$ cat src/rtl/vram_arbiter.sv
// vram_arbiter: shares one single-port VRAM32 bank between the FSX pixel
// fetch path (absolute priority, never stalled) and a single-word CPU port.
// CPU accesses are slotted into cycles with no FSX fetch, optionally only
// while display-enable is low.
module vram_arbiter #(
  parameter int unsigned ADDR_W     = 14,
  parameter int unsigned DATA_W     = 32,
  parameter bit          BLANK_ONLY = 1'b0,
  parameter int unsigned MAX_WAIT   = 1023
) (
  input  logic              vga_clk,
  input  logic              resetn,
  input  logic              o_de,
  input  logic              gpu_req,
  input  logic [ADDR_W-1:0] gpu_addr,
  input  logic              cpu_start,
  input  logic              cpu_we,
  input  logic [ADDR_W-1:0] cpu_addr,
  input  logic [DATA_W-1:0] cpu_data,
  output logic              cpu_busy,
  output logic              cpu_done,
  output logic [DATA_W-1:0] cpu_q,
  output logic              cpu_starve,
  output logic [ADDR_W-1:0] vram_addr,
  output logic [DATA_W-1:0] vram_d,
  output logic              vram_we,
  input  logic [DATA_W-1:0] vram_q
);

  localparam int unsigned CNT_W = (MAX_WAIT < 2) ? 1 : $clog2(MAX_WAIT + 1);
  localparam logic [CNT_W-1:0] WAIT_MAX = CNT_W'(MAX_WAIT);

  localparam logic [1:0] S_IDLE  = 2'd0;
  localparam logic [1:0] S_ISSUE = 2'd1;
  localparam logic [1:0] S_WAIT  = 2'd2;
  localparam logic [1:0] S_DONE  = 2'd3;

  logic [1:0]        state;
  logic [1:0]        state_nxt;
  logic              grant;
  logic              blank_ok;
  logic              req_we;
  logic [ADDR_W-1:0] req_addr;
  logic [DATA_W-1:0] req_data;
  logic [CNT_W-1:0]  wait_cnt;
  logic [CNT_W-1:0]  wait_cnt_inc;

  assign blank_ok     = (BLANK_ONLY == 1'b0) | ~o_de;
  assign wait_cnt_inc = wait_cnt + CNT_W'(1);

  // State register
  always_ff @(posedge vga_clk or negedge resetn) begin
    if (!resetn) begin
      state <= S_IDLE;
    end else begin
      state <= state_nxt;
    end
  end

  // Next-state logic and VRAM port mux (FSX owns the port unless granted)
  always_comb begin
    state_nxt = state;
    grant     = 1'b0;
    vram_addr = gpu_addr;
    vram_d    = req_data;
    vram_we   = 1'b0;
    case (state)
      S_IDLE: begin
        if (cpu_start) state_nxt = S_ISSUE;
      end
      S_ISSUE: begin
        if (!gpu_req && blank_ok) begin
          grant     = 1'b1;
          vram_addr = req_addr;
          vram_we   = req_we;
          state_nxt = req_we ? S_DONE : S_WAIT;
        end
      end
      S_WAIT:  state_nxt = S_DONE;
      S_DONE:  state_nxt = S_IDLE;
      default: state_nxt = S_IDLE;
    endcase
  end

  // Request latch, wait/starvation tracking, read capture and status flags
  always_ff @(posedge vga_clk or negedge resetn) begin
    if (!resetn) begin
      req_we     <= 1'b0;
      req_addr   <= '0;
      req_data   <= '0;
      wait_cnt   <= '0;
      cpu_starve <= 1'b0;
      cpu_q      <= '0;
      cpu_busy   <= 1'b0;
      cpu_done   <= 1'b0;
    end else begin
      cpu_busy <= (state_nxt != S_IDLE);
      cpu_done <= (state_nxt == S_DONE);
      if (state == S_IDLE && cpu_start) begin
        req_we     <= cpu_we;
        req_addr   <= cpu_addr;
        req_data   <= cpu_data;
        wait_cnt   <= '0;
        cpu_starve <= 1'b0;
      end else if (state == S_ISSUE && !grant) begin
        if (wait_cnt != WAIT_MAX) wait_cnt <= wait_cnt_inc;
        if (wait_cnt_inc == WAIT_MAX) cpu_starve <= 1'b1;
      end
      if (state == S_WAIT) cpu_q <= vram_q;
    end
  end

endmodule
$ cat config.mk
export PLATFORM = sky130hd
export DESIGN_NAME = vram_arbiter
export DESIGN_NICKNAME = d
export VERILOG_FILES = /design/src/rtl/vram_arbiter.sv
export SDC_FILE = /design/constraint.sdc
export NUM_CORES = 1
export LEC_CHECK = 0
export BUFFER_PORTS_ARGS = -buffer_cell sky130_fd_sc_hd__buf_4
export CORE_MARGIN = 8
export CORE_UTILIZATION = 30
export DETAILED_ROUTE_END_ITERATION = 6
export PLACE_DENSITY_LB_ADDON = 0.08
export SYNTH_ARGS = -nofsm -noshare
export SYNTH_HDL_FRONTEND = slang
export SYNTH_SLANG_ARGS = --single-unit
$ cat constraint.sdc
create_clock -name vga_clk -period 1.98 [get_ports vga_clk]
set_input_delay 0.198 -clock vga_clk [delete_from_list [all_inputs] [get_ports vga_clk]]
set_output_delay 0.198 -clock vga_clk [all_outputs]
set_load 0.02 [all_outputs]
After elaboration in Yosys (flattened, before gate mapping). Index checks and enable logic that the tools add are counted.

$add $sub $neg: 1. Multipliers: 0. Div/mod/pow operators: 0. Magnitude comparators: 0. Equal/unequal tests: 6. Shift-type cells: 0. Mux-type cells: 16. Bitwise gates (word level): 0. Reduce and logical (&&, ||, !) cells: 10.

Operator list (number): two-way mux 10 bit (3); two-way mux 14 bit (2); adder 10 x 1 -> 10 bit (second input constant) (1); equality test 10 bit (second input constant) (1); != test 10 bit (second input constant) (1); two-way mux 1 bit (8); one-hot mux 2 bit (4 select lines) (1); nonzero test 2 bit (4); equality test 2 bit (second input constant) (3); two-way mux 2 bit (2); AND reduction 2 bit (2); equality test 2 x 1 -> 1 bit (second input constant) (1); logical AND 1 bit (2); logical NOT 2 bit (1); logical NOT 1 bit (1).

Flip-flop bits (word level): 94. Latch bits: 0. Memory bits (writable): 0. Bits in read-only memories: 0. Input port bits: 98. Output and inout bits: 82. Word-level logic and storage cells: 42. Memories: 0.

Depth between registers and ports, before layout. Gate-level depths: netlist of the first run.

Depth after elaboration: 6. Gate-level depth with buffers: 7. Depth with buffers taken out: 5.

Worst setup path after synthesis of the first run. No wires, ideal clock.

Path kind: register to register. Start: register wait_cnt[0]. End: register wait_cnt[9]. Library setup time: 124 ps. Data arrival time: 1549 ps. Data required time: 1856 ps. Setup slack: 307 ps. Cell stages (with the launch flop): 7. Buffers on the path: 1. Clock period less this slack: 1673 ps. Path through: dfrtp_1 > ha_1 > and2_1 > buf_2 > a41oi_2 > nor2_2 > a211o_1.

Cells in the longest elaborated chain, start to end: 4. Elaborated cells on any way between the ends: 7. Those cells by class: 1 x add/sub; 1 x eq/ne; 3 x mux; 2 x reduce/logical.

RTL lines: start: declaration (line 45) `logic [CNT_W-1:0] wait_cnt;`; start signal: assignment (line 106) `if (wait_cnt != WAIT_MAX) wait_cnt <= wait_cnt_inc;`; adder 10 x 1 -> 10 bit (line 49) `assign wait_cnt_inc = wait_cnt + CNT_W'(1);`; two-way mux 10 bit (line 106); two-way mux 10 bit (line 105) `end else if (state == S_ISSUE && !grant) begin`; two-way mux 10 bit (line 99) `if (state == S_IDLE && cpu_start) begin`.

Several ways; a longest one is shown, not always the timed one. The select of a mux whose other input is x is not followed. A chain may end at the register's enable or synchronous reset.

Worst setup path after layout of the first run.
Start: register state[1]. End: output port vram_addr[6].

Cells in the longest elaborated chain, start to end: 2.

RTL lines: start: declaration (line 38) `logic [1:0] state;`; start signal: assignment (line 56) `state <= state_nxt;`; equality test 2 x 1 -> 1 bit (line 67) `case (state)`; two-way mux 14 bit (line 67); end: declaration (line 24) `output logic [ADDR_W-1:0] vram_addr,`.

No other way between the ends.

==> results.md, run 1 <==
- Distinct cells, synth: 40
- Async S/R FF share, synth: 100.0%
- IO Count: 180
- Setup TNS: 0 ns
- Synth Area in XOR/XNOR: 0.4401%
- Via density: 4.359
- Die area: 0.01721 mm²
- GR peak layer: met2
- Core Area: 0.01309 mm²
- Clock slew at reported path FFs: 0.07 ns
- Total CTS buffers: 9
- Post-layout min period: 1.910 ns
- CP Max Fanout: 8
- Syn nets: 473
- Area contributors post-synth: dfrtp_1 (59%), nand2_1 (14%), mux2_2 (12%)
- Sw Ratio: 36.93%
- Area delta synth->final: 48.54%
- EDFF count, synth: 0
- Final Util: 45.18%
- #FFs+latches synth: 94
- Synthesized instance count: 373
- Post-synthesis compound-gate area fraction: 4.433%
- Unrepaired setup endpoints after global routing: yes
- Post-synth top flop: dfrtp_1
- Clock group share of total power: 20.2%
- Area share of the largest cell type after synthesis: 59.10%
- First-pass GRT wire length: 18.26 mm
- Fill count: 1282
- Worst skew pair latency: 0.33 ns
- GR Util met2: 23.82%
- Share of layout cells above drive strength 1: 45.80%
- Slew Viols, Final: 0
- Gr usage total: 13.11%
- Final hold vios: 0
- Port Buf Inserts: 178
- H-tree levels: 3
- Req. time, crit path: 1.78 ns
- Wirelength per Cell: 15.51 µm
- Initial DRT Pass Iterations: 4
- Sequential element share of the synthesized area: 59.10%
- Row cnt: 42
- Psw: 3.397 mW
- M3 GR Usage: 4.459%
- Worst EP arrival: 1.71 ns
- Synth area leader: dfrtp_1
- Crit share post-route: 96.47%
- Synth cell count leaders: nand2_1 (147), dfrtp_1 (94), mux2_2 (42), buf_2 (8)
- Total of max-cap violations: 0
- Pint: 5.802 mW
- Seq pwr share: 35.3%
- PD cells: 1556 mW/mm²
- Leak: 3.055 nW
- CTS tree: yes
- Setup Viol. Count Final: 0
- Largest family of logic cells by synthesized area: simple AND/OR/NAND/NOR gates
- Height of the die: 131.2 µm
- Total Wirelength: 11.40 mm
- Initial Utilization: 30.42%
- Initial antenna violation count: 0
- Routed Antenna Nets: 0
- Startpoint Class: flop
- Most numerous cell in the Yosys netlist: nand2_1
- Combinational Power Share: 44.5%
- Worst slew margin: 62.11%
- Least-Margin Pin Slew: 0.5684 ns
- Vias in the first global route: 3457
- Status: complete, no violations
- GPL Wtd Cong: 0.7886
- Worst setup path class: flop to output pin
- Area after DPL: 0.005537 mm²
- DP Wirelength: 8.469 mm
- WHS: 0.04921 ns
- Met1 usage: 13.64%
- Achievable Freq: 523.5 MHz
- Design area: 0.005912 mm²
- CTS root buffer: clkbuf_16
- DIE WIDTH: 131.2 µm
- Hold Crit Class: input pin to flop
- Max VDD drop: 0.0007881 V
- DRC Markers: 0
- Via total after detailed routing: 3204
- DR iter-0 viols: 141
- Multiplexer area fraction after synthesis: 13.27%
- ANT cells: 0
- Nets: 654
- Synthesized-area fraction occupied by adder cells: 0.6287%
- Synthesized area: 0.003980 mm²
- Longest Clk Path Bufs: 2
- Clock Sinks: 94
- Setup Skew: 0.005030 ns
- Critical Path End Type: output pin
- Avg Cell Area, Syn: 10.67 µm²
- Synth Area in Simple Gates: 19.52%
- Yosys warns: 0
- Largest net degree at the start of global routing: 47
- GR Overflow Total: 0
[area by class of cell]
cell class                      count  area [µm²]  area share [%]
Clock buffer                       10       239.0           4.042
Clock inverter                      6       83.83           1.418
Inverter                            2       7.507          0.1270
Multi-Input combinational cell    258        1538           26.01
Sequential cell                    94        2354           39.81
Tap cell                          176       220.2           3.725
Timing Repair Buffer              189        1470           24.87
[through the flow]
step                total power [mW]  worst slack, ns  std cells
floorplan                      5.526           0.3075        373
global placement               7.346           0.1426        715
detailed placement             7.403           0.1038        715
CTS                            9.339          0.02999        732
global route                   9.828         -0.01215        735
finish                         9.199          0.06992        735
[flip-flops by register name, summed over array words and instances, names as in the netlist]
name and flops:
cpu_q 32, vram_d 32, req_addr 14, wait_cnt 10, state 2, cpu_busy 1, cpu_done 1, cpu_starve 1
req_we 1
[power by group through the flow]
| stage | Combinational (mW) | Clock [mW] | Sequential, mW |
|---|---|---|---|
| final | 4.09 | 1.86 | 3.25 |
| after global routing | 4.42 | 2.03 | 3.38 |
| after CTS | 4.13 | 1.95 | 3.27 |
| after detailed placement | 4.12 | 0 | 3.28 |
| after global placement | 4.09 | 0 | 3.26 |
| after floorplan | 1.51 | 0 | 4.02 |
[critical path, cell delays in order (launching register included)]
cell and delay, ns:
dfrtp_2 0.44, nor3b_4 0.25, buf_6 0.18, mux2_1 0.34, buf_4 0.16
[layer usage]
metal	share of wire, %	wire [µm]
met5	0	0
met4	1.3	147
met3	6.4	725
met2	54	6186
met1	38	4341
[timing repair]
action / in CTS / in global routing
gates cloned: 0 / 1
endpoints found under the setup margin: 1 / 17
hold buffers: 1 / 0
pin swaps: 0 / 1
resized for setup: 1 / 7
buffers inserted: 0 / 2
endpoints found under the hold margin: 39 / 0
[kinds of logic (layout without fill, tap and decap cells)]
| logic type | Yosys count | in the layout |
|---|---|---|
| and+or+nand+nor | 184 | 184 |
| DFF | 94 | 94 |
| muxes | 47 | 47 |
| AOI/OAI and AO/OA | 23 | 23 |
| buffers and inverters | 21 | 207 |
| adders and majority gates | 2 | 2 |
| xor gates and xnor gates | 2 | 2 |
[final timing paths]
kind	from	endpoint	slack, ns	cells after the start
worst max-delay path	state[1]	vram_addr[6]	0.07	4
worst min-delay path	cpu_addr[10]	req_addr[10]	0.05	3
worst max register to register	wait_cnt[0]	wait_cnt[6]	0.13	5
worst min register to register	req_addr[4]	req_addr[4]	0.47	2
max in group asynchronous	resetn	vram_d[21]	0.91	3
min in group asynchronous	resetn	vram_d[23]	0.40	2
[cell usage in the layout, fill, tap and decap left out, drive strengths merged]
cell type / n
nor2b: 2
nand2b: 3
nand4b: 1
or2b: 1
clkbuf: 10
and3: 7
buf: 188
a21o: 2
dfrtp: 94
nor3b: 1
mux2i: 1
clkinv: 3
a211o: 4
mux2: 46
nor2: 3
nand3b: 1
and2: 4
a31oi: 2
dlygate4sd3: 1
o21ai: 6
or2: 1
nor3: 4
a2111o: 1
inv: 3
a21oi: 2
xor2: 1
a41o: 1
nand4: 1
a32oi: 1
xnor2: 1
bufinv: 2
or4: 1
nand2: 147
ha: 2
a41oi: 1
o31ai: 3
nand3: 7
Note: power is estimated with default switching activity, not from simulation.
==> run 2, diff against run 1 <==
--- a/config.mk
+++ b/config.mk
@@ -5,11 +5,13 @@
 export SDC_FILE = /design/constraint.sdc
 export NUM_CORES = 1
 export LEC_CHECK = 0
+export ABC_AREA = 1
 export BUFFER_PORTS_ARGS = -buffer_cell sky130_fd_sc_hd__buf_4
 export CORE_MARGIN = 8
-export CORE_UTILIZATION = 30
+export CORE_UTILIZATION = 47
 export DETAILED_ROUTE_END_ITERATION = 6
 export PLACE_DENSITY_LB_ADDON = 0.08
+export RECOVER_POWER = 50
 export SYNTH_ARGS = -nofsm -noshare
 export SYNTH_HDL_FRONTEND = slang
 export SYNTH_SLANG_ARGS = --single-unit
==> run 2 against run 1 <==
Net effect:
- via count rose by 13%
- clock skew rose by 0.0044 ns
- sequential cell count did not move
- sequential power barely moved
- register-to-register slack improved by 0.18 ns
- largest power group unchanged
- combinational power fell by 7.6%
- hold slack got worse by 0.012 ns
- power fell by 8.4%
- global-route usage rose by 5.7 points
- routed wire length fell by 2.0%
==> results.md, run 2 <==
- Status: complete, no violations
- CTS root buffer: clkbuf_8
- Register area: 0.002352 mm² (about the same)
- Total of max-cap violations: 0 (unchanged)
- Nets: 771 (+18%)
- Distinct cells, synth: 23 (-43%)
- IO Count: 180 (unchanged)
- Achievable Freq: 544.7 MHz (+4.0%)
- Setup Skew: 0.009421 ns (+0.004392 ns)
- WHS: 0.03749 ns (-0.01172 ns)
- Routed Antenna Nets: 0 (unchanged)
- Port Buf Inserts: 178 (unchanged)
- Commonest non-fill, non-tap cells in the layout: nand2_1 (305), buf_4 (145), dfrtp_1 (94)
- Largest family of logic cells by synthesized area: simple AND/OR/NAND/NOR gates
- Largest delay share family, worst path: buffers and inverters
- Gr usage total: 18.83% (+5.7 points)
- Crit share post-route: 92.71% (-3.8 points)
- Clock Sinks: 94 (unchanged)
- Req. time, crit path: 1.78 ns (about the same)
- Least-Margin Pin Slew: 0.8138 ns (+0.2454 ns)
- Worst path bufs/invs: 4 (+2)
- Worst Hold Launch: cpu_data[13]
- Setup Viol. Count Final: 0 (unchanged)
- Area share of the largest cell type after synthesis: 58.69% (-0.41 points)
- Share of layout cells above drive strength 1: 27.41% (-18 points)
- Seq pwr share: 38.5% (+3.2 points)
- Height of the die: 108.3 µm (-17%)
- Clock group share of total power: 16.6% (-3.6 points)
- DR iter-0 viols: 176 (+25%)
- FF-to-FF End: cpu_done
- GR Overflow Total: 0 (unchanged)
- Area delta synth->final: 38.40%
- First-pass GRT wire length: 17.73 mm (-2.9%)
- Syn nets: 591 (+25%)
- R2r startpoint: state[0]
- Multiplexer area fraction after synthesis: 0% (-13 points)
- Largest net degree at the start of global routing: 38 (-19%)
- GPL Wtd Cong: 0.8560 (+8.5%)
- Worst setup margin: 0.1443 ns (+0.07435 ns)
- Synth area leader: dfrtp_1
- DIE WIDTH: 108.3 µm (-17%)
- Row cnt: 33 (-21%)
- Combinational Power Share: 44.9% (+0.4 points)
- Avg Cell Area, Syn: 8.162 µm² (-24%)
- Leak: 3.077 nW (+0.71%)
- Total CTS buffers: 9 (unchanged)
- Placed insts: 764 (+6.9%)
- Wirelength per Cell: 14.32 µm (-7.7%)
- DRC Markers: 0 (unchanged)
- Post-synthesis compound-gate area fraction: 1.904% (-2.5 points)
- EDFF count, synth: 0 (unchanged)
- Via total after detailed routing: 3628 (+13%)
- Total Wirelength: 11.17 mm (-2.0%)
- Worst slew margin: 45.75% (-16 points)
- Reg2Reg Setup Slack: 0.31 ns (+0.18 ns)
- End of the worst hold path: vram_d[13]
- Worst EP arrival: 1.64 ns (-0.07 ns)
- #FFs+latches synth: 94 (unchanged)
- Area contributors post-synth: dfrtp_1 (59%), nand2_1 (29%), nand3_1 (1.6%)
- Initial Utilization: 48.53% (+18 points)
- Yosys warns: 0 (unchanged)
- DP Wirelength: 8.507 mm (+0.46%)
- Synthesized instance count: 491 (+32%)
- Sw Ratio: 42.90% (+6.0 points)
- Post-place setup slack: 0.4929 ns (+0.3891 ns)
- Fin cells: 780 (+6.1%)
- Clock slew at reported path FFs: 0.09 ns (+0.02 ns)
- Synth Area in Simple Gates: 33.97% (+14 points)
- Synth cell count leaders: nand2_1 (305), dfrtp_1 (94), inv_1 (13), nand3_1 (13), clkbuf_1 (12)
- Startpoint Class: flop
- Psw: 3.613 mW (+6.3%)
- Die area: 0.01174 mm² (-32%)
- H-tree levels: 3 (unchanged)
- Synthesized area: 0.004008 mm² (+0.69%)
- Initial antenna violation count: 0 (unchanged)
- CP Max Fanout: 14 (+6)
- Unrepaired setup endpoints after global routing: no
- Post-CTS Resized: 0 (-1)
- Vias in the first global route: 3691 (+6.8%)
- Worst Setup SP: state[0]
- Slowest stage delay, CP: 0.39 ns (-0.05 ns)
- Final hold vios: 0 (unchanged)
- R2R depth: 6 (+1)
- Most numerous cell in the Yosys netlist: nand2_1
- Post-synth top flop: dfrtp_1
- Synthesized-area fraction occupied by adder cells: 0.6244% (-0.0043 points)
- CTS tree: yes
- Hold Crit Class: input pin to flop
- Max VDD drop: 0.0008077 V (+2.5%)
- Synth Area in XOR/XNOR: 0.6556% (+0.22 points)
- Worst skew pair latency: 0.35 ns (+0.02 ns)
- Slew Viols, Final: 0 (unchanged)
- Area of the multi-input gates: 0.001484 mm² (-3.5%)
- Initial DRT Pass Iterations: 4 (unchanged)
- Async S/R FF share, synth: 100.0% (unchanged)
- PD cells: 1518 mW/mm² (-2.4%)
- # Post-CTS Setup Buffers: 0 (unchanged)
- Critical Path End Type: output pin
- Post-layout min period: 1.836 ns (-0.07435 ns)
- Pwr Total: 8.422 mW (-8.4%)
- Core Area: 0.008258 mm² (-37%)
- Worst setup path class: flop to output pin
- Sequential element share of the synthesized area: 58.69% (-0.41 points)
- Setup TNS: 0 ns (unchanged)
- Via density: 4.651 (+6.7%)
- Pint: 4.809 mW (-17%)
- Longest Clk Path Bufs: 2 (unchanged)
- Hold path depth: 3 (unchanged)
- Crit-path cells: inv_1 -> nor2_1 -> inv_2 -> nor2_4 -> buf_4 -> nand2_1 -> nand2_1 -> buf_4
- ANT cells: 0 (unchanged)
- Most common cell after layout, fill and taps aside: nand2_1
- Crit-path slowest cell: dfrtp_1
- Fill count: 735 (-43%)
[run 2: changes by cell type after synthesis, moves of 5 or more]
cell      delta
and3_1       -7
clkbuf_1     +5
inv_1       +11
inv_2        +7
mux2_2      -42
nand2_1    +158
nand3_1      +6
nor2_1       +8
o21ai_2      +5
[run 2: timing repair]
item / 4_1_cts / 5_1_grt
hold buffers: 1 / 0
setup endpoints to repair: 0 / 0
endpoints found under the hold margin: 30 / 0
[run 2: cells by family after synthesis]
kind of cell               Yosys count
and+or+nand+nor                    341
xor gates and xnor gates             3
AOI/OAI and AO/OA                   11
DFF                                 94
buffers and inverters               40
adders and majority gates            2
[run 2: area by class of cell]
type	instances	share of cell area, %
inverter	21	1.421
sequential	94	42.41
timing repair buffer	188	23.05
clock buffer	10	2.481
tap	105	2.369
clock inverter	5	1.511
multi-input combinational	357	26.75
[run 2: per-stage QoR]
step	util, %	instance area, µm²
after floorplan	-	4008
after global placement	66.36	5480
after detailed placement	66.36	5480
after CTS	69.17	5712
after global routing	67.17	5547
final	67.17	5547
[run 2: power by group through the flow]
stage	sequential, mW	clock [mW]	combinational [mW]
2_1_floorplan	4.01	0	1.54
3_3_place_gp	3.24	0	4.07
3_5_place_dp	3.28	0	4.15
4_1_cts	3.25	1.43	4.16
5_1_grt	3.35	1.49	4.21
6_report	3.24	1.40	3.78
[run 2: tightest hold or removal path, delay by kind of cell]
family,cells,cell delay (ns)
AND/OR/NAND/NOR,2,0.08
buffers and inverters,1,0.08
[run 2: worst max path at each step]
| stage | endpoint | slack, ns | cells past startpoint |
|---|---|---|---|
| after floorplan | vram_addr[10] | 0.63 | 8 |
| after global placement | wait_cnt[0] | 0.51 | 8 |
| after detailed placement | cpu_starve | 0.49 | 9 |
| after CTS | vram_addr[12] | 0.12 | 8 |
| after global routing | vram_addr[12] | 0.01 | 8 |
| final | vram_addr[12] | 0.14 | 8 |
[run 2: routing by layer]
metal	share of wire, %	global-route usage (%)	up-vias	routed length [µm]
li1	-	-	1842	-
met1	39	22.58	1637	4392
met2	48	30.38	131	5337
met3	11	7.079	18	1223
met4	2.0	6.843	0	219
met5	0	0	-	0
